### config.mk
export PLATFORM = sky130hd
export DESIGN_NAME = edge_event_arbiter
export DESIGN_NICKNAME = d
export VERILOG_FILES = /design/src/rtl/edge_event_arbiter.sv
export SDC_FILE = /design/constraint.sdc
export NUM_CORES = 1
export LEC_CHECK = 0
export ABC_AREA = 1
export ABC_CLOCK_PERIOD_IN_PS = 2400
export CELL_PAD_IN_SITES_DETAIL_PLACEMENT = 2
export CELL_PAD_IN_SITES_GLOBAL_PLACEMENT = 2
export CORE_MARGIN = 5
export CORE_UTILIZATION = 27
export CTS_CLUSTER_SIZE = 8
export DETAILED_ROUTE_END_ITERATION = 8
export PLACE_DENSITY = 0.73
export SLEW_MARGIN = 20
export SYNTH_ARGS = -nofsm -noshare
export SYNTH_HDL_FRONTEND = slang
export SYNTH_SLANG_ARGS = --single-unit
### constraint.sdc
create_clock -name clk -period 2.4 [get_ports clk]
set_clock_uncertainty 0.2 [all_clocks]
set_input_delay 0.48 -clock clk [delete_from_list [all_inputs] [get_ports clk]]
set_output_delay 0.48 -clock clk [all_outputs]
set_load 0.05 [all_outputs]
### src/rtl/edge_event_arbiter.sv
// Rising-edge detector for N lines with one-deep pending queue per line,
// served round-robin through a registered valid/ready event slot.
module edge_event_arbiter #(
  parameter int N   = 4,
  parameter int IDW = 2
) (
  input  logic           clk,
  input  logic           rst,
  input  logic [N-1:0]   a,
  input  logic [N-1:0]   en,
  output logic           ev_valid,
  output logic [IDW-1:0] ev_id,
  input  logic           ev_ready,
  output logic [N-1:0]   ev_overrun,
  input  logic           ovr_clr
);

  logic [N-1:0]   prev_q;
  logic [N-1:0]   pend_q, pend_d;
  logic [N-1:0]   ovr_q, ovr_d;
  logic           valid_q, valid_d;
  logic [IDW-1:0] id_q, id_d;
  logic [IDW-1:0] ptr_q, ptr_d;

  logic [N-1:0]   edge_v;
  logic [2*N-1:0] dbl;
  logic [N-1:0]   rot;
  logic           found;
  logic [IDW-1:0] off;
  logic [IDW:0]   sum;
  logic [IDW-1:0] sel;
  logic           slot_free;
  logic           load;
  logic [N-1:0]   load_mask;

  assign edge_v    = a & ~prev_q & en;
  assign slot_free = ~valid_q | ev_ready;

  // Rotate pending so bit 0 is the channel at ptr, then priority-pick.
  assign dbl = {pend_q, pend_q} >> ptr_q;
  assign rot = dbl[N-1:0];

  always_comb begin
    found = 1'b0;
    off   = '0;
    for (int k = N - 1; k >= 0; k--) begin
      if (rot[k]) begin
        found = 1'b1;
        off   = IDW'(k);
      end
    end
  end

  assign sum = {1'b0, ptr_q} + {1'b0, off};

  always_comb begin
    sel = sum[IDW-1:0];
    if (sum >= (IDW+1)'(N)) begin
      sel = IDW'(sum - (IDW+1)'(N));
    end
  end

  assign load      = slot_free & found;
  assign load_mask = load ? (N'(1) << sel) : '0;

  always_comb begin
    valid_d = valid_q;
    id_d    = id_q;
    ptr_d   = ptr_q;
    if (load) begin
      valid_d = 1'b1;
      id_d    = sel;
      ptr_d   = (sel == IDW'(N - 1)) ? '0 : sel + 1'b1;
    end else if (slot_free) begin
      valid_d = 1'b0;
    end
  end

  // A same-cycle re-edge on the channel being loaded keeps it pending.
  always_comb begin
    pend_d = ((pend_q & ~load_mask) | edge_v) & en;
    ovr_d  = (ovr_clr ? '0 : ovr_q) | (edge_v & pend_q & ~load_mask);
  end

  always_ff @(posedge clk) begin
    prev_q <= a;
  end

  always_ff @(posedge clk) begin
    if (rst) begin
      pend_q  <= '0;
      ovr_q   <= '0;
      valid_q <= 1'b0;
      id_q    <= '0;
      ptr_q   <= '0;
    end else begin
      pend_q  <= pend_d;
      ovr_q   <= ovr_d;
      valid_q <= valid_d;
      id_q    <= id_d;
      ptr_q   <= ptr_d;
    end
  end

  assign ev_valid   = valid_q;
  assign ev_id      = id_q;
  assign ev_overrun = ovr_q;

endmodule

---- Word level (Yosys, flattened, before mapping) ----
Index checks and enable logic that the tools add are counted.
cells by class
  add/subtract/negate cells ............... 3
  $lt $le $gt $ge ......................... 1
  equality and inequality tests ........... 1
  shift operators ......................... 2
  mux-type cells .......................... 14
  bitwise logic cells ..................... 13
  reduce and logical (&&, ||, !) cells .... 1
operator list
  cell                                                       number
  bitwise AND 4 bit                                          6
  2-to-1 mux 2 bit                                           6
  2-to-1 mux 4 bit                                           2
  NOT 4 bit                                                  2
  OR 4 bit                                                   2
  right shift 8 x 2 -> 4 bit                                 1
  2-to-1 mux 1 bit                                           6
  << shifter 1 x 2 -> 4 bit (first input constant)           1
  adder 2 x 2 -> 3 bit                                       1
  greater-or-equal comparator 3 bit (second input constant)  1
  adder 2 x 1 -> 2 bit (second input constant)               1
  equality test 2 bit (second input constant)                1
  nonzero test 2 bit                                         1
  subtractor 2 x 1 -> 2 bit (second input constant)          1
  bitwise AND 1 bit                                          1
  NOT 1 bit                                                  1
  OR 1 bit                                                   1
storage, ports and cells
  register bits ........................... 17
  output and inout port bits .............. 7
  word-level logic and storage cells ...... 41

---- Depth between registers and ports, before layout ----
Gate-level depths: netlist (run 1).
  depth after elaboration ................. 14
  depth in mapped cells ................... 15
  depth with buffers taken out ............ 15

---- Worst setup path after synthesis (run 1) ----
OpenSTA, ideal clock, no wires.
  kind .................................... reg-to-reg
  from .................................... register ptr_q[0]
  to ...................................... register ptr_q[1]
  setup time .............................. 113 ps
  data arrival time ....................... 1858 ps
  setup slack ............................. 229 ps
  cell stages (with the launch flop) ...... 14
  clock period less this slack ............ 2171 ps
  cell sequence ........................... dfxtp_1 > inv_2 > nand2_1 > nand3_1 > nand2_2 > nand3_1 > a21boi_0 > ha_1 > xor2_1 > nand3b_1 > nand2_1 > ha_1 > o21ai_2 > nor2_1
between the ends
  cells in the longest elaborated chain, start to end .. 10
  elaborated cells between the ends (all ways) .. 17
  those cells by class .................... add/sub: 3; order compare: 1; eq/ne: 1; shift: 1; mux: 10; bitwise: 1
RTL lines
  what                                                                            line    text
  start: declaration                                                              23      logic [IDW-1:0] ptr_q, ptr_d;
  start signal: assignment                                                        101     ptr_q <= ptr_d;
  right shift 8 x 2 -> 4 bit                                                      40      assign dbl = {pend_q, pend_q} >> ptr_q;
  2-to-1 mux 2 bit (4 in series)                                                  47      if (rot[k]) begin
  adder 2 x 2 -> 3 bit *                                                          54      assign sum = {1'b0, ptr_q} + {1'b0, off};
  greater-or-equal comparator 3 bit or subtractor 2 x 1 -> 2 bit (tied branches)  58, 59
  2-to-1 mux 2 bit *                                                              58      if (sum >= (IDW+1)'(N)) begin
  net sel[1]                                                                      31      logic [IDW-1:0] sel;
  adder 2 x 1 -> 2 bit or equality test 2 bit (tied branches)                     73      ptr_d = (sel == IDW'(N - 1)) ? '0 : sel + 1'b1;
  2-to-1 mux 2 bit *                                                              73
The timed path passes the listed nets; every way through them passes the cells marked *.
A chain may end at the register's enable or synchronous reset.

---- Worst setup path in the final report (run 1) ----
  from .................................... register ptr_q[0]
  to ...................................... register pend_q[2]
between the ends
  cells in the longest elaborated chain, start to end .. 14
  elaborated cells between the ends (all ways) .. 20
  those cells by class .................... add/sub: 2; order compare: 1; shift: 2; mux: 10; bitwise: 5
RTL lines
  what                                                                            line    text
  right shift 8 x 2 -> 4 bit                                                      40
  2-to-1 mux 2 bit (4 in series)                                                  47
  adder 2 x 2 -> 3 bit *                                                          54
  greater-or-equal comparator 3 bit or subtractor 2 x 1 -> 2 bit (tied branches)  58, 59
  2-to-1 mux 2 bit *                                                              58
  net sel[1]                                                                      31
  << shifter 1 x 2 -> 4 bit *                                                     64      assign load_mask = load ? (N'(1) << sel) : '0;
  2-to-1 mux 4 bit *                                                              64
  NOT 4 bit *                                                                     81      pend_d = ((pend_q & ~load_mask) | edge_v) & en;
  bitwise AND 4 bit *                                                             81
  OR 4 bit *                                                                      81
  bitwise AND 4 bit *                                                             81
  end signal: assignment                                                          97      pend_q <= pend_d;
  end: declaration                                                                19      logic [N-1:0] pend_q, pend_d;
Marked as above.

==> flow_metrics.env, run 1 <==
export IMPL_status="finished clean"
export IMPL_use_met1_pct=14.2
export IMPL_hp_class="flip-flop to flip-flop"
export IMPL_clk_path_buf_depth=2
export IMPL_wl_per_cell_um=14.2
export IMPL_p_sw_mw=0.766
export IMPL_worst_pin_slew_ns=0.515
export IMPL_period_minus_slack_ns=2.33
export IMPL_start_kind="flip-flop"
export IMPL_overflow=0
export IMPL_synth_cell_types=19
export IMPL_drc=0
export IMPL_cts_tree="built"
export IMPL_cts_hold_buf=0
export IMPL_hold_start="ev_overrun[0]"
export IMPL_rr_startpoint="ptr_q[0]"
export IMPL_fin_nets=165
export IMPL_yosys_warnings=0
export IMPL_die_x_um=67.3
export IMPL_vias=871
export IMPL_portBuffers=18
export IMPL_reg2reg_depth=13
export IMPL_num_io_pins=19
export IMPL_syn_inst=120
export IMPL_hold_violations=0
export IMPL_rr_endpoint="pend_q[2]"
export IMPL_synth_net_count=137
export IMPL_clkSlewWorstSetupHoldPaths_ns=0.11
export IMPL_crit_arrival_ns=2.35
export IMPL_fmax_mhz=430
export IMPL_synth_adder_area_share_pct=7.06
export IMPL_regToRegSetupSlack_ns=0.07
export IMPL_post_synth_and_or_nand_nor_area_fraction_pct=37.7
export IMPL_critPathLaunch="ptr_q[0]"
export IMPL_drv_slew=0
export IMPL_worstSetupPathType="flip-flop to flip-flop"
export IMPL_synth_avg_cell_area_sq_um=7.38
export IMPL_synthMuxAreaShare_pct=0
export IMPL_start_util_pct=28.5
export IMPL_period_share_pct=96.9
export IMPL_share_comb_of_total_power_pct=65.9
export IMPL_die_y_um=67.3
export IMPL_setup_violations=0
export IMPL_vias_per_cell=4.56
export IMPL_num_antenna_cells=0
export IMPL_place_hpwl_mm=1.99
export IMPL_cts_root_buffer="clkbuf_4"
export IMPL_totalWireLength_mm=2.72
export IMPL_ir_drop_v=0.000412
export IMPL_use_met3_pct=2.66
export IMPL_synth_compound_area_share_pct=8.62
export IMPL_power_density_nw_per_um2=1210
export IMPL_syn_cell_area_sq_um=886
export IMPL_synth_seq_cells=17
export IMPL_required_ns=2.42
export IMPL_antenna_found_initial=0
export IMPL_final_cell_mix="nand2_1, clkdlybuf4s50_1, dfxtp_1"
export IMPL_clock_sinks=17
export IMPL_h_tree_depth=1
export IMPL_slew_headroom_pct=65.6
export IMPL_yosysSeqAreaShare_pct=38.4
export IMPL_first_global_vias=952
export IMPL_clock_latency_ns=0.29
export IMPL_grt_max_degree=10
export IMPL_synth_xor_area_share_pct=0.989
export IMPL_dr_first_iter_drc_count=14
export IMPL_grt_usage_pct=13.3
export IMPL_rsz0062_at_grt="true"
export IMPL_internal_power_mw=0.819
export IMPL_crit_end="pend_q[2]"
export IMPL_seq_power_share_pct=24.0
export IMPL_drtAntennaViolNets=0
export IMPL_cp_max_fo=6
export IMPL_sw_frac_of_total_pct=48.3
export IMPL_grt_use_met2_pct=26.1
export IMPL_numCtsBuffers=3
export IMPL_pwr_share_clk_pct=10.1
export IMPL_fin_tns_setup_ns=0
export IMPL_dieArea_sq_um=4530
export IMPL_place_gp_congestion=0.773
export IMPL_layout_commonest_cell="nand2_1"
export IMPL_synthToLayoutAreaGrowth_pct=48.3
export IMPL_dp_cells=183
export IMPL_rows=20
export IMPL_grt_pass1_wl_mm=4.44
export IMPL_p_leak_nw=0.572
export IMPL_busiest_layer="met2"
export IMPL_critPathCaptureType="flip-flop"
export IMPL_firstDrtPassIters=3
export IMPL_maxCapViolCount=0
export IMPL_core_sq_um=3100
export IMPL_final_layout_size_suffix_gt1_share_pct=36.1
export IMPL_synth_top_family_by_area="simple AND/OR/NAND/NOR gates"
export IMPL_final_cells=191
worst max-delay path, cell delays in order, from the launching register on:
cell and delay, ns:
dfxtp_4 0.39, nand2_1 0.12, nand3_2 0.10, nand2_1 0.10, a21boi_2 0.19, ha_2 0.21
xor2_2 0.14, nand3b_1 0.14, nand2_2 0.11, buf_6 0.14, ha_4 0.15, nand3_4 0.08
nand2_2 0.06, a21oi_1 0.12
kinds of logic (layout without fill, tap and decap cells):
kind of cell / after synthesis / count (layout)
xor+xnor: 1 / 1
buf+inv: 16 / 43
simple gates: 67 / 67
flops: 17 / 17
fa+ha+maj: 5 / 5
compound gates: 14 / 14
power groups by stage:
stage	clock [mW]	sequential, mW	combinational [mW]
5_1_grt	0.186	0.390	1.17
3_3_place_gp	0	0.364	0.770
6_report	0.159	0.381	1.04
4_1_cts	0.167	0.370	0.910
3_5_place_dp	0	0.368	0.809
2_1_floorplan	0	0.424	0.551
worst min path at each step:
stage	end	slack, ns	cells after the start
4_1_cts	ev_overrun[0]	0.28	2
3_5_place_dp	ev_overrun[0]	0.26	2
5_1_grt	ev_overrun[0]	0.31	2
6_report	ev_overrun[0]	0.28	2
2_1_floorplan	pend_q[0]	0.26	2
3_3_place_gp	ev_overrun[2]	0.26	2
state kept, by name, summed over array words and instances (netlist names):
name,cells
ev_valid,1
ptr_q,2
pend_q,4
ev_overrun,4
ev_id,2
prev_q,4
what timing repair did:
item,4_1_cts,5_1_grt
setup endpoints to repair,10,10
cloned,0,0
pin swaps,6,9
gates resized for setup,14,27
setup buffers,3,1
through the flow:
stage                     total power, mW  worst slack, ns  hold WS [ns]  utilization (%)  area [sq um]
after floorplan                     0.975            0.229         0.257                -           886
after global placement               1.13          -0.0222         0.257             36.4          1130
after detailed placement             1.18           -0.158         0.263             36.4          1130
after CTS                            1.45          0.00282         0.285             39.0          1210
after global routing                 1.74           -0.120         0.306             42.3          1310
final                                1.58           0.0742         0.278             42.3          1310
per-layer routing:
| layer | share of wire (%) | wire length, um | vias to the layer above |
|---|---|---|---|
| li1 | - | - | 433 |
| met1 | 40 | 1080 | 429 |
| met2 | 58 | 1570 | 7 |
| met3 | 1.9 | 51 | 2 |
| met4 | 0.59 | 16 | 0 |
| met5 | 0 | 0 | - |
cell usage after synthesis (all sizes together):
| cell | count | area [sq um] |
|---|---|---|
| nand3b | 1 | 7.51 |
| nand3 | 13 | 85.1 |
| o21ai | 4 | 23.8 |
| a21boi | 1 | 7.51 |
| dfxtp | 17 | 340 |
| nor2 | 8 | 30.0 |
| inv | 15 | 56.3 |
| xor2 | 1 | 8.76 |
| buf | 1 | 7.51 |
| nand2 | 41 | 176 |
| a21oi | 9 | 45.0 |
| and3b | 4 | 35.0 |
| ha | 5 | 62.6 |
layout make-up:
class                      count  area, sq um
fill                         390         1790
clock buffer                   4         26.3
timing repair buffer          24          229
multi-input combinational     87          591
sequential                    17          352
inverter                      15         61.3
tap                           44         55.1
(Power assumes the default switching activity.)
==> inputs of run 2 (changes only) <==
Settings changed: SKIP_CTS_REPAIR_TIMING set to 1.
==> run 2 against run 1 <==
  * Worst hold slack improved by 0.0024 ns
  * Worst setup slack got worse by 0.0092 ns
  * Combinational power barely moved
  * Maximum frequency fell by 0.39%
  * Register-to-register slack barely moved
  * Count of clock-buffer cells in the layout did not move
  * Critical endpoint unchanged
  * Highest routed layer unchanged
==> flow_metrics.env, run 2 (same netlist as run 1, synthesis figures left out) <==
export IMPL_die_y_um=67.3
export IMPL_final_area_sq_um=1300
export IMPL_start_kind="flip-flop"
export IMPL_sw_frac_of_total_pct=49.2
export IMPL_fin_nets=163
export IMPL_vias=864
export IMPL_h_tree_depth=1
export IMPL_wl_per_cell_um=14.0
export IMPL_first_global_vias=904
export IMPL_worstSetupPathType="flip-flop to flip-flop"
export IMPL_cts_root_buffer="clkbuf_4"
export IMPL_dpl_instance_area_sq_um=1130
export IMPL_num_antenna_cells=0
export IMPL_totalWireLength_mm=2.64
export IMPL_internal_power_mw=0.789
export IMPL_antenna_found_initial=0
export IMPL_grt_max_degree=10
export IMPL_p_sw_mw=0.763
export IMPL_place_hpwl_mm=1.99
export IMPL_dr_first_iter_drc_count=9
export IMPL_pwr_share_clk_pct=10.4
export IMPL_place_gp_congestion=0.773
export IMPL_clock_sinks=17
export IMPL_seq_power_share_pct=24.5
export IMPL_ir_drop_v=0.000401
export IMPL_period_share_pct=97.3
export IMPL_rsz0062_at_grt="true"
export IMPL_vias_per_cell=4.57
export IMPL_clk_path_buf_depth=2
export IMPL_final_cell_mix="nand2_1, clkdlybuf4s50_1, nand2_2"
export IMPL_clock_latency_ns=0.30
export IMPL_final_layout_size_suffix_gt1_share_pct=36.6
export IMPL_fin_tns_setup_ns=0
export IMPL_numCtsBuffers=3
export IMPL_rows=20
export IMPL_utilization_pct=41.8
export IMPL_hold_worst_slack_ns=0.281
export IMPL_worst_pin_slew_ns=0.517
export IMPL_drc=0
export IMPL_status="finished clean"
export IMPL_power_density_nw_per_um2=1200
export IMPL_grt_usage_pct=12.3
export IMPL_dieArea_sq_um=4530
export IMPL_maxCapViolCount=0
export IMPL_clkSlewWorstSetupHoldPaths_ns=0.11
export IMPL_crit_arrival_ns=2.36
export IMPL_drtAntennaViolNets=0
export IMPL_fill_cells=391
export IMPL_die_x_um=67.3
export IMPL_period_minus_slack_ns=2.34
export IMPL_share_comb_of_total_power_pct=65.1
export IMPL_p_leak_nw=0.563
export IMPL_setup_violations=0
export IMPL_slew_headroom_pct=65.4
export IMPL_cp_max_fo=6
export IMPL_hp_class="flip-flop to flip-flop"
export IMPL_core_sq_um=3100
export IMPL_drv_slew=0
export IMPL_hold_violations=0
export IMPL_overflow=0
export IMPL_synthToLayoutAreaGrowth_pct=46.5
export IMPL_start_util_pct=28.5
export IMPL_num_io_pins=19
export IMPL_firstDrtPassIters=4
export IMPL_required_ns=2.43
export IMPL_layout_commonest_cell="nand2_1"
export IMPL_portBuffers=18
export IMPL_fmax_mhz=428
export IMPL_grt_pass1_wl_mm=4.12
export IMPL_cts_tree="built"
export IMPL_critPathCaptureType="flip-flop"
[run 2: cell count changes in the layout (fill, tap and decap cells not counted), sizes merged]
cell,delta
buf,-2
[run 2: worst max-delay path, cell delays in order (launching register included)]
cell and delay [ns]:
dfxtp_4 0.42, inv_6 0.06, nand2_4 0.05, nand3_2 0.06, nand2_2 0.09, nand3_2 0.07, a21boi_2 0.16, ha_2 0.21
xor2_2 0.13, nand3b_1 0.14, nand2_2 0.11, buf_6 0.14, ha_4 0.15, nand3_4 0.08, nand2_2 0.06, a21oi_1 0.12
[run 2: layout make-up]
type | instances | area, sq um | share of cell area, %
clock buffers | 4 | 26.3 | 2.03
inverters | 15 | 61.3 | 4.73
multi-input cells | 87 | 591 | 45.5
flip-flops and latches | 17 | 350 | 27.0
well taps | 44 | 55.1 | 4.24
repair buffers | 22 | 214 | 16.5
[run 2: metrics by stage]
step / std cells / total power, mW / worst slack [ns]
2_1_floorplan: 120 / 0.975 / 0.229
3_3_place_gp: 183 / 1.13 / -0.0222
3_5_place_dp: 183 / 1.18 / -0.158
4_1_cts: 187 / 1.35 / -0.267
5_1_grt: 189 / 1.70 / -0.109
6_report: 189 / 1.55 / 0.0650
[run 2: layer usage]
layer / GRT usage [%] / routed length, um / up-vias
met5: 0 / 0 / -
li1: - / - / 429
met1: 13.4 / 1070 / 424
met3: 2.66 / 50 / 2
met2: 23.6 / 1500 / 9
met4: 3.80 / 17 / 0
[run 2: path summary, 6_finish.rpt]
check / from / end / slack (ns) / cells past startpoint
max: ptr_q[0] / pend_q[2] / 0.06 / 15
min: ev_overrun[0] / ev_overrun[0] / 0.28 / 2
max reg2reg: ptr_q[0] / pend_q[2] / 0.06 / 15
min reg2reg: ev_overrun[0] / ev_overrun[0] / 0.28 / 2
[run 2: power groups by stage]
stage,sequential [mW],combinational [mW],clock (mW)
floorplan,0.424,0.551,0
global placement,0.364,0.770,0
detailed placement,0.368,0.809,0
CTS,0.362,0.817,0.167
global route,0.388,1.13,0.184
finish,0.379,1.01,0.162
==> inputs of run 3 (changes only) <==
Settings changed: CORE_UTILIZATION 27 to 29, CTS_BUF_LIST set to sky130_fd_sc_hd__clkbuf_8, PLACE_DENSITY 0.73 to not set, PLACE_DENSITY_LB_ADDON set to 0.1.
==> run 3 against run 2 <==
  * Largest power group unchanged
  * Critical endpoint is now pend_q[1]
  * Combinational power barely moved
  * Non-clock buffer count increased by 1
  * Highest routed layer unchanged
  * Cell count shrank 5.3%
  * Wire length decreased by 1.9%
  * Cell area shrank 0.39%
  * Critical path type unchanged
  * Sequential share of layout area about the same
  * Sequential power about the same
  * Sequential cell count did not move
  * Global-route usage up 0.59 points
  * Worst hold slack got worse by 0.011 ns
  * Core utilization is 1.2 points higher
  * Critical path depth decreased by 1
==> flow_metrics.env, run 3 (same netlist as run 1, synthesis figures left out) <==
export IMPL_final_cell_mix="nand2_1, clkdlybuf4s50_1, dfxtp_1"
export IMPL_cts_root_buffer="clkbuf_8"
export IMPL_ir_drop_v=0.000484
export IMPL_numCtsBuffers=3
export IMPL_cts_tree="built"
export IMPL_dpl_instance_area_sq_um=1110
export IMPL_p_leak_nw=0.580
export IMPL_final_area_sq_um=1290
export IMPL_worstSetupPathType="flip-flop to flip-flop"
export IMPL_rsz0062_at_grt="true"
export IMPL_clock_sinks=17
export IMPL_hold_violations=0
export IMPL_grt_max_degree=11
export IMPL_drtAntennaViolNets=0
export IMPL_cp_cell_sequence="inv_6, nand2_4, nand3_1, nand2_1, a21boi_2, ha_2, xor2_2, nand3b_1, nand2_2, inv_1, ha_1, nand3_2, nand2_1, a21oi_1"
export IMPL_fmax_mhz=435
export IMPL_period_share_pct=95.9
export IMPL_power_density_nw_per_um2=1220
export IMPL_die_x_um=65.3
export IMPL_portBuffers=18
export IMPL_clkSlewWorstSetupHoldPaths_ns=0.07
export IMPL_hp_class="flip-flop to flip-flop"
export IMPL_rows=20
export IMPL_h_tree_depth=1
export IMPL_grt_pass1_wl_mm=4.24
export IMPL_fin_tns_setup_ns=0
export IMPL_cp_slowest_cell="dfxtp_4"
export IMPL_maxCapViolCount=0
export IMPL_clk_path_buf_depth=2
export IMPL_layout_commonest_cell="nand2_1"
export IMPL_fill_cells=339
export IMPL_cpPeakStageDelay_ns=0.38
export IMPL_cp_max_fo=6
export IMPL_drv_slew=0
export IMPL_grt_usage_pct=12.9
export IMPL_final_layout_size_suffix_gt1_share_pct=33.6
export IMPL_die_y_um=65.3
export IMPL_clock_latency_ns=0.26
export IMPL_dr_first_iter_drc_count=6
export IMPL_setup_violations=0
export IMPL_place_gp_congestion=0.699
export IMPL_drc=0
export IMPL_firstDrtPassIters=2
export IMPL_period_minus_slack_ns=2.30
export IMPL_hold_worst_slack_ns=0.269
export IMPL_start_kind="flip-flop"
export IMPL_cp_top_family="simple AND/OR/NAND/NOR gates"
export IMPL_overflow=0
export IMPL_vias=864
export IMPL_vias_per_cell=4.83
export IMPL_start_util_pct=29.5
export IMPL_utilization_pct=43.0
export IMPL_num_antenna_cells=0
export IMPL_worst_pin_slew_ns=0.498
export IMPL_slew_headroom_pct=66.7
export IMPL_wl_per_cell_um=14.5
export IMPL_num_io_pins=19
export IMPL_place_hpwl_mm=2.04
export IMPL_required_ns=2.38
export IMPL_cp_num_buf_inv=2
export IMPL_first_global_vias=969
export IMPL_critPathCaptureType="flip-flop"
export IMPL_antenna_found_initial=0
export IMPL_critPathMostFrequentCell="nand2_1"
export IMPL_status="finished clean"
export IMPL_totalWireLength_mm=2.59
export IMPL_core_sq_um=3000
export IMPL_synthToLayoutAreaGrowth_pct=45.9
export IMPL_dieArea_sq_um=4260
export IMPL_crit_arrival_ns=2.28
export IMPL_fin_nets=164
-- run 3: cell count changes in the layout (fill, tap and decap cells not counted), sizes merged --
cell    previous run  this run
clkbuf             4         3
buf                4         5
clkinv             0         1
-- run 3: area by class of cell --
class	instances	area (sq um)	area share [%]
multi-input cells	87	573	44.3
inverters	15	61.3	4.74
flip-flops and latches	17	349	27.0
clock inverters	1	5.00	0.387
clock buffers	3	41.3	3.19
repair buffers	23	221	17.1
well taps	33	41.3	3.19
-- run 3: path summary, 6_finish.rpt --
check             slack, ns       endpoint  cells past startpoint           from
hold / removal         0.27  ev_overrun[1]                      2  ev_overrun[1]
setup / recovery        0.1      pend_q[1]                     14       ptr_q[0]
hold reg to reg        0.27  ev_overrun[1]                      2  ev_overrun[1]
setup reg to reg        0.1      pend_q[1]                     14       ptr_q[0]
-- run 3: worst reg2reg max path, cell delays in order, from the launching register on --
cell and delay, ns:
dfxtp_4 0.38, inv_6 0.09, nand2_4 0.06, nand3_1 0.07
nand2_1 0.09, a21boi_2 0.17, ha_2 0.19, xor2_2 0.17
nand3b_1 0.17, nand2_2 0.10, inv_1 0.07, ha_1 0.19
nand3_2 0.09, nand2_1 0.06, a21oi_1 0.12
-- run 3: through the flow --
| step | power, mW | worst slack (ns) | std cells |
|---|---|---|---|
| after floorplan | 0.975 | 0.229 | 120 |
| after detailed placement | 1.19 | -0.152 | 172 |
| after CTS | 1.42 | -0.173 | 176 |
| final | 1.58 | 0.0988 | 179 |
| after global routing | 1.73 | -0.0369 | 179 |
| after global placement | 1.15 | -0.0136 | 172 |
-- run 3: power breakdown --
group	internal (mW)	switching (mW)	total, mW
Clock	0.115	0.104	0.220
Sequential	0.332	0.0474	0.379
Combinational	0.390	0.592	0.982
-- run 3: per-layer routing --
| metal | GRT usage [%] | up-vias | part of all wire, % |
|---|---|---|---|
| li1 | - | 431 | - |
| met1 | 14.2 | 415 | 43 |
| met2 | 24.1 | 14 | 53 |
| met3 | 3.25 | 4 | 2.7 |
| met4 | 3.89 | 0 | 0.93 |
| met5 | 0 | - | 0 |
